==> src/rtl/tlb_op_if.sv <==
// tlb_op_if: execute-stage request/response channel of the TLB op controller
interface tlb_op_if #(
    parameter int IDXW    = 4,
    parameter int ENTRY_W = 89
);
    logic               op_valid;
    logic               op_ready;
    logic [2:0]         op_code;
    logic [4:0]         inv_op;
    logic [9:0]         inv_asid;
    logic [18:0]        inv_vppn;
    logic [IDXW-1:0]    csr_index;
    logic               csr_ne;
    logic [5:0]         csr_ecode;
    logic [ENTRY_W-1:0] csr_entry;
    logic               done;
    logic               res_hit;
    logic [IDXW-1:0]    res_index;
    logic [ENTRY_W-1:0] res_entry;
    logic               inv_err;

    modport master (
        output op_valid, op_code, inv_op, inv_asid, inv_vppn, csr_index, csr_ne, csr_ecode, csr_entry,
        input  op_ready, done, res_hit, res_index, res_entry, inv_err
    );

    modport slave (
        input  op_valid, op_code, inv_op, inv_asid, inv_vppn, csr_index, csr_ne, csr_ecode, csr_entry,
        output op_ready, done, res_hit, res_index, res_entry, inv_err
    );
endinterface

==> src/rtl/tlb_op_ctrl.sv <==
// tlb_op_ctrl: sequences TLBSRCH/TLBRD/TLBWR/TLBFILL/INVTLB onto the TLB array ports
module tlb_op_ctrl #(
    parameter int TLBNUM  = 16,
    parameter int IDXW    = $clog2(TLBNUM),
    parameter int ENTRY_W = 89
) (
    input  logic               clk,
    input  logic               reset,
    tlb_op_if.slave            op,
    output logic [18:0]        s_vppn,
    output logic [9:0]         s_asid,
    input  logic               s_hit,
    input  logic [IDXW-1:0]    s_index,
    output logic [IDXW-1:0]    t_index,
    input  logic [ENTRY_W-1:0] t_entry,
    output logic               w_en,
    output logic [IDXW-1:0]    w_index,
    output logic [ENTRY_W-1:0] w_entry,
    output logic               clr_en
);
    localparam int E_B      = 52;
    localparam int G_B      = 63;
    localparam int ASID_LSB = 53;
    localparam int VPPN_LSB = 70;

    typedef enum logic [2:0] {IDLE, SRCH, RD, WR, INV, DONE} state_t;

    state_t             state, state_n;
    logic [IDXW-1:0]    fill_ctr, idx_q, scan;
    logic [ENTRY_W-1:0] went_q;
    logic [2:0]         iop_q;
    logic               err_q;
    logic [9:0]         asid_q;
    logic [18:0]        vppn_q;
    logic               accept, g, asid_eq, vppn_eq, match;

    assign accept     = op.op_valid && state == IDLE;
    assign op.op_ready = state == IDLE;
    assign op.done    = state == DONE;
    assign op.inv_err = state == DONE && err_q;
    assign w_en       = state == WR;
    assign w_index    = idx_q;
    assign w_entry    = went_q;
    assign t_index    = state == INV ? scan : state == RD ? idx_q : '0;

    assign g       = t_entry[G_B];
    assign asid_eq = t_entry[ASID_LSB +: 10] == asid_q;
    assign vppn_eq = t_entry[VPPN_LSB +: 19] == vppn_q;
    assign match   = iop_q <= 3'd1 ? 1'b1 :
                     iop_q == 3'd2 ? g :
                     iop_q == 3'd3 ? !g :
                     iop_q == 3'd4 ? !g && asid_eq :
                     iop_q == 3'd5 ? !g && asid_eq && vppn_eq :
                     (g || asid_eq) && vppn_eq;
    assign clr_en  = state == INV && !err_q && t_entry[E_B] && match;

    // state register; reset aborts any operation in flight
    always_ff @(posedge clk) begin
        if (reset) state <= IDLE;
        else       state <= state_n;
    end

    // next state: every op lands in DONE for exactly one cycle before IDLE
    always_comb begin
        state_n = state;
        case (state)
            IDLE:         if (accept) state_n = op.op_code == 3'd0 ? SRCH :
                                                op.op_code == 3'd1 ? RD :
                                                op.op_code inside {3'd2, 3'd3} ? WR : INV;
            SRCH, RD, WR: state_n = DONE;
            INV:          if (err_q || scan == IDXW'(TLBNUM - 1)) state_n = DONE;
            default:      state_n = IDLE;
        endcase
    end

    // operand latch at accept, free-running fill counter, result capture and scan index
    always_ff @(posedge clk) begin
        if (reset) begin
            fill_ctr     <= '0;
            idx_q        <= '0;
            went_q       <= '0;
            iop_q        <= '0;
            err_q        <= 1'b0;
            asid_q       <= '0;
            vppn_q       <= '0;
            scan         <= '0;
            s_vppn       <= '0;
            s_asid       <= '0;
            op.res_hit   <= 1'b0;
            op.res_index <= '0;
            op.res_entry <= '0;
        end else begin
            fill_ctr <= fill_ctr + IDXW'(1);
            if (accept) begin
                idx_q        <= op.op_code == 3'd3 ? fill_ctr : op.csr_index;
                went_q       <= {op.csr_entry[ENTRY_W-1:E_B+1], op.csr_ecode == 6'h3F || !op.csr_ne,
                                 op.csr_entry[E_B-1:0]};
                iop_q        <= op.inv_op[2:0];
                err_q        <= op.op_code > 3'd4 || (op.op_code == 3'd4 && op.inv_op > 5'd6);
                asid_q       <= op.inv_asid;
                vppn_q       <= op.inv_vppn;
                scan         <= '0;
                op.res_hit   <= 1'b0;
                op.res_index <= '0;
                op.res_entry <= '0;
                if (op.op_code == 3'd0) begin
                    s_vppn <= op.csr_entry[VPPN_LSB +: 19];
                    s_asid <= op.csr_entry[ASID_LSB +: 10];
                end
            end
            if (state == SRCH) begin
                op.res_hit   <= s_hit;
                op.res_index <= s_index;
            end
            if (state == RD) begin
                op.res_hit   <= t_entry[E_B];
                op.res_entry <= t_entry[E_B] ? t_entry : '0;
            end
            if (state == INV) scan <= scan + IDXW'(1);
        end
    end
endmodule

==> src/flat_wrapper.sv <==
// flat-port wrapper written by rule: the top's interface ports become plain ports
module tlb_op_ctrl_flat 
#(
    parameter int TLBNUM  = 16,
    parameter int IDXW    = $clog2(TLBNUM),
    parameter int ENTRY_W = 89
)
  (clk, reset, s_vppn, s_asid, s_hit, s_index, t_index, t_entry, w_en, w_index, w_entry, clr_en, op_op_valid, op_op_code, op_inv_op, op_inv_asid, op_inv_vppn, op_csr_index, op_csr_ne, op_csr_ecode, op_csr_entry, op_op_ready, op_done, op_res_hit, op_res_index, op_res_entry, op_inv_err);
  tlb_op_if #(.IDXW(IDXW), .ENTRY_W(ENTRY_W)) op_i ();
  input  logic clk;
  input  logic reset;
  output logic [18:0] s_vppn;
  output logic [9:0] s_asid;
  input  logic s_hit;
  input  logic [IDXW-1:0] s_index;
  output logic [IDXW-1:0] t_index;
  input  logic [ENTRY_W-1:0] t_entry;
  output logic w_en;
  output logic [IDXW-1:0] w_index;
  output logic [ENTRY_W-1:0] w_entry;
  output logic clr_en;
  input wire logic [$bits(op_i.op_valid)-1:0] op_op_valid;
  input wire logic [$bits(op_i.op_code)-1:0] op_op_code;
  input wire logic [$bits(op_i.inv_op)-1:0] op_inv_op;
  input wire logic [$bits(op_i.inv_asid)-1:0] op_inv_asid;
  input wire logic [$bits(op_i.inv_vppn)-1:0] op_inv_vppn;
  input wire logic [$bits(op_i.csr_index)-1:0] op_csr_index;
  input wire logic [$bits(op_i.csr_ne)-1:0] op_csr_ne;
  input wire logic [$bits(op_i.csr_ecode)-1:0] op_csr_ecode;
  input wire logic [$bits(op_i.csr_entry)-1:0] op_csr_entry;
  output wire logic [$bits(op_i.op_ready)-1:0] op_op_ready;
  output wire logic [$bits(op_i.done)-1:0] op_done;
  output wire logic [$bits(op_i.res_hit)-1:0] op_res_hit;
  output wire logic [$bits(op_i.res_index)-1:0] op_res_index;
  output wire logic [$bits(op_i.res_entry)-1:0] op_res_entry;
  output wire logic [$bits(op_i.inv_err)-1:0] op_inv_err;
  assign op_i.op_valid = op_op_valid;
  assign op_i.op_code = op_op_code;
  assign op_i.inv_op = op_inv_op;
  assign op_i.inv_asid = op_inv_asid;
  assign op_i.inv_vppn = op_inv_vppn;
  assign op_i.csr_index = op_csr_index;
  assign op_i.csr_ne = op_csr_ne;
  assign op_i.csr_ecode = op_csr_ecode;
  assign op_i.csr_entry = op_csr_entry;
  assign op_op_ready = op_i.op_ready;
  assign op_done = op_i.done;
  assign op_res_hit = op_i.res_hit;
  assign op_res_index = op_i.res_index;
  assign op_res_entry = op_i.res_entry;
  assign op_inv_err = op_i.inv_err;
  tlb_op_ctrl #(.TLBNUM(TLBNUM), .IDXW(IDXW), .ENTRY_W(ENTRY_W)) u_core (.clk(clk), .reset(reset), .op(op_i), .s_vppn(s_vppn), .s_asid(s_asid), .s_hit(s_hit), .s_index(s_index), .t_index(t_index), .t_entry(t_entry), .w_en(w_en), .w_index(w_index), .w_entry(w_entry), .clr_en(clr_en));
endmodule
==> config.mk <==
export PLATFORM = sky130hd
export DESIGN_NAME = tlb_op_ctrl_flat
export DESIGN_NICKNAME = d
export VERILOG_FILES = /design/src/rtl/tlb_op_if.sv /design/src/rtl/tlb_op_ctrl.sv /design/src/flat_wrapper.sv
export SDC_FILE = /design/constraint.sdc
export NUM_CORES = 1
export LEC_CHECK = 0
export ABC_AREA = 1
export BUFFER_PORTS_ARGS = -buffer_cell sky130_fd_sc_hd__buf_2
export CAP_MARGIN = 25
export CORE_AREA = 2 2 176 178
export DETAILED_ROUTE_END_ITERATION = 6
export DIE_AREA = 0 0 178 180
export PLACE_DENSITY = 0.62
export REMOVE_ABC_BUFFERS = 1
export SYNTH_ARGS = -nofsm -noshare
export SYNTH_HDL_FRONTEND = slang
export SYNTH_SLANG_ARGS = --single-unit
export TNS_END_PERCENT = 5
==> constraint.sdc <==
create_clock -name clk -period 1.87 [get_ports clk]
set_input_delay 0.0935 -clock clk [delete_from_list [all_inputs] [get_ports clk]]
set_output_delay 0.0935 -clock clk [all_outputs]
set_load 0.02 [all_outputs]
==> impl_metrics.env <==
export IMPL_status="finished with violations"
export IMPL_violations="negative setup slack"
export IMPL_first_pass_iters=5
export IMPL_hold_path_end="u_core.state[0]"
export IMPL_finalHoldViolations=0
export IMPL_relSlewSlack_pct=59.2
export IMPL_cts_tree="built"
export IMPL_clock_latency_ns=0.53
export IMPL_p_seq_share_pct=40.6
export IMPL_timing_fmax_mhz=480
export IMPL_period_minus_slack_ns=2.08
export IMPL_critical_path_required_ns=1.78
export IMPL_synth_main_ff_cell="dfxtp_1"
export IMPL_layout_commonest_cell="buf_2"
export IMPL_io_pins=459
export IMPL_clockPowerShare_pct=31.2
export IMPL_crit_path_frequent_cell="nand2_1"
export IMPL_worst_setup_path_start_kind="flip-flop"
export IMPL_grt_pass1_wl_microns=57300
export IMPL_synth_area_top_cells="dfxtp_1 53%, nand2_1 9.2%, nor2_1 8.1%, a21oi_1 7.9%, o21ai_0 7.2%"
export IMPL_die_h_microns=180
export IMPL_hp_start="op_op_code[1]"
export IMPL_synth_xor_xnor_area_share_pct=0.444
export IMPL_synthArstFlopShare_pct=0
export IMPL_worst_r2r_path_depth=7
export IMPL_syn_instance_count=1313
export IMPL_r2r_end="u_core.op.res_entry[39]"
export IMPL_cts_buffers=28
export IMPL_cts_buffer_depth=3
export IMPL_rsz0062_at_grt="yes"
export IMPL_cts_sinks=260
export IMPL_power_share_switching_pct=34.1
export IMPL_nets=2186
export IMPL_antenna_found_initial=4
export IMPL_pwr_density_cell_nw_per_um2=1050
export IMPL_worstSetupEndpointType="primary output"
export IMPL_hpwl_microns=23500
export IMPL_fp_dieW_microns=178
export IMPL_wl_per_cell_microns=15.6
export IMPL_gp_routability_congestion=0.806
export IMPL_synth_avg_cell_area_sq_um=7.51
export IMPL_clkTransAtPathRegs_ns=0.06
export IMPL_critPathKind="reg2out"
export IMPL_yosysTopAreaCellShare_pct=52.8
export IMPL_yosys_mux_area_fraction_pct=0
export IMPL_worst_path_max_delay_cell="dfxtp_2"
export IMPL_rrSetupSlack_ns=0.09
export IMPL_start_util_pct=32.7
export IMPL_wl_microns=36900
export IMPL_hold_class="in2reg"
export IMPL_p_comb_share_pct=28.3
export IMPL_core_sq_um=30200
export IMPL_crit_path_max_incr_delay_ns=0.33
export IMPL_critPathArrivalTime_ns=1.99
export IMPL_placementRows=64
export IMPL_grt_usage_pct=22.0
export IMPL_slew_viol_final=0
export IMPL_cts_root_buf="clkbuf_16"
export IMPL_finClkSkew_ns=0.00879
export IMPL_synth_edff_count=0
export IMPL_synth_compound_area_share_pct=15.8
export IMPL_fin_area_sq_um=15700
export IMPL_yosys_area_share_adder_pct=0.254
export IMPL_vias=11400
export IMPL_crit_reg2reg_launch="u_core.state[1]"
export IMPL_crit_family="simple AND/OR/NAND/NOR gates"
export IMPL_dieArea_sq_um=32000
export IMPL_period_share_pct=111
export IMPL_setup_viol=4
export IMPL_holdPathStages=5
export IMPL_synthDistinctLibCells=31
export IMPL_synth_ff_latch_count=260
export IMPL_path_max_fanout=2
export IMPL_layout_common_cells="453 x buf_2, 253 x dfxtp_1, 238 x nand2_1, 226 x dlygate4sd3_1, 207 x nor2_1"
export IMPL_portBuffers=457
export IMPL_placed_cells_incl_taps=2090
export IMPL_yosys_area_top_type="dfxtp_1"
export IMPL_tightest_slew_ns=0.611
export IMPL_overflow=0
export IMPL_cp_buffers_inverters=2
export IMPL_preCtsSetupSlack_ns=0.108
export IMPL_leakagePower_nw=7.24
export IMPL_postCtsSetupBuffers=0
export IMPL_area_growth_pct=59.0
export IMPL_drc=0
export IMPL_crit_chain="inv_1 > nand2_1 > nand2_1 > nor2_2 > nand2_1 > nor2_2 > nand3_2 > nand2_1 > nand2_1 > nand2_1 > nand2_1 > a21oi_2 > buf_6"
export IMPL_fin_cells=2368
export IMPL_switching_power_w=0.00564
export IMPL_postRouteAntennaNets=0
export IMPL_synth_simple_gate_area_share_pct=23.9
export IMPL_syn_area_sq_um=9860
export IMPL_drive_gt1_share_pct=27.7
export IMPL_grt_pass1_vias=11300
export IMPL_place_area_sq_um=12500
export IMPL_initialDrtViolationCount=589
export IMPL_cp_depth=13
export IMPL_ir_worst_vdd_uv=699
export IMPL_viasPerCell=4.79
export IMPL_fin_ws_ns=-0.214
export IMPL_synth_top_family_by_area="simple AND/OR/NAND/NOR gates"
export IMPL_grt_max_degree=134
export IMPL_drv_cap=0
export IMPL_yosys_warnings=0
export IMPL_ys_seq_area_share_pct=52.8
export IMPL_p_int_w=0.0109
export IMPL_cts_htree_levels=1
worst max-delay path by stage:
stage | to | from | slack (ns)
floorplan | u_core.op.res_hit | u_core.state[0] | -1.75
global placement | clr_en | u_core.vppn_q[17] | 0.16
detailed placement | u_core.op.res_entry[39] | u_core.state[1] | 0.11
CTS | clr_en | u_core.vppn_q[9] | -0.29
global route | clr_en | u_core.vppn_q[8] | -0.43
finish | clr_en | u_core.vppn_q[16] | -0.21
through the flow:
stage                     TNS [ns]  util, %  hold slack [ns]  total power (W)
after global placement           0     41.3            0.289           0.0109
after floorplan            -259.33        -            0.160          0.00918
after detailed placement         0     41.3            0.295           0.0110
after CTS                   -0.639     51.8          0.00533           0.0167
after global routing         -1.08     51.9           0.0759           0.0174
final                       -0.289     51.9           0.0507           0.0165
cell usage after synthesis, drive strengths merged (2+ instances only):
library cell / number
clkbuf: 49
ha: 2
o211ai: 4
nor2: 216
xor2: 3
a21oi: 156
nand3b: 2
nand2: 244
a31oi: 2
a221oi: 2
nand4: 3
nor3: 7
nor4: 2
buf: 41
or2: 2
o21ai: 141
nand3: 100
dfxtp: 260
inv: 72
xnor2: 2
sequential cells by signal (all words and copies together), names as in the netlist:
register,cells
u_core.w_entry,89
u_core.vppn_q,19
u_core.state,3
u_core.op.res_index,4
u_core.asid_q,10
u_core.op.res_hit,1
u_core.s_asid,10
u_core.op.res_entry,89
u_core.scan,4
u_core.iop_q,3
u_core.err_q,1
u_core.s_vppn,19
u_core.w_index,4
u_core.fill_ctr,4
power by group through the flow:
stage / clock [W] / combinational (W) / sequential [W]
global placement: 0 / 0.00418 / 0.00676
floorplan: 0 / 0.00174 / 0.00744
finish: 0.00515 / 0.00468 / 0.00671
global route: 0.00551 / 0.00513 / 0.00680
detailed placement: 0 / 0.00423 / 0.00678
CTS: 0.00532 / 0.00464 / 0.00669
logic make-up after synthesis:
| group | Yosys count |
|---|---|
| AND/OR/NAND/NOR | 576 |
| flip-flops | 260 |
| adder cells (fa/ha/maj) | 2 |
| XOR/XNOR | 5 |
| buffers and inverters | 163 |
| AO/OA/AOI/OAI | 307 |
cell type report:
cell class	instances	area (sq um)
Clock buffer	42	805
Sequential cell	260	5210
Tap cell	396	495
Inverter	73	283
Fill cell	2826	14500
Antenna cell	3	7.51
Multi-Input combinational cell	890	4040
Clock inverter	7	38.8
Timing Repair Buffer	697	4790
timing repair:
action / CTS / global route
endpoints found under the hold margin: 251 / 0
hold buffers: 226 / 0
resized for setup: 13 / 19
gates cloned: 0 / 0
pin swaps: 0 / 5
endpoints found under the setup margin: 5 / 5
layer usage:
layer  GRT usage, %  up-vias  wire length (microns)
met3           5.05      103                   2990
met2           40.1      484                  18300
li1               -     5545                      -
met4           10.4        2                   1750
met1           23.7     5217                  13800
met5              0        -                     13
worst reg2reg max path, cell delays in order, from the launching register on:
cell,delay [ns]
dfxtp_2,0.45
inv_2,0.07
nand2_2,0.13
nor2_8,0.07
nor2_4,0.28
buf_12,0.34
nand2_1,0.20
a21oi_1,0.17
Power figures use the tool's default switching activity.
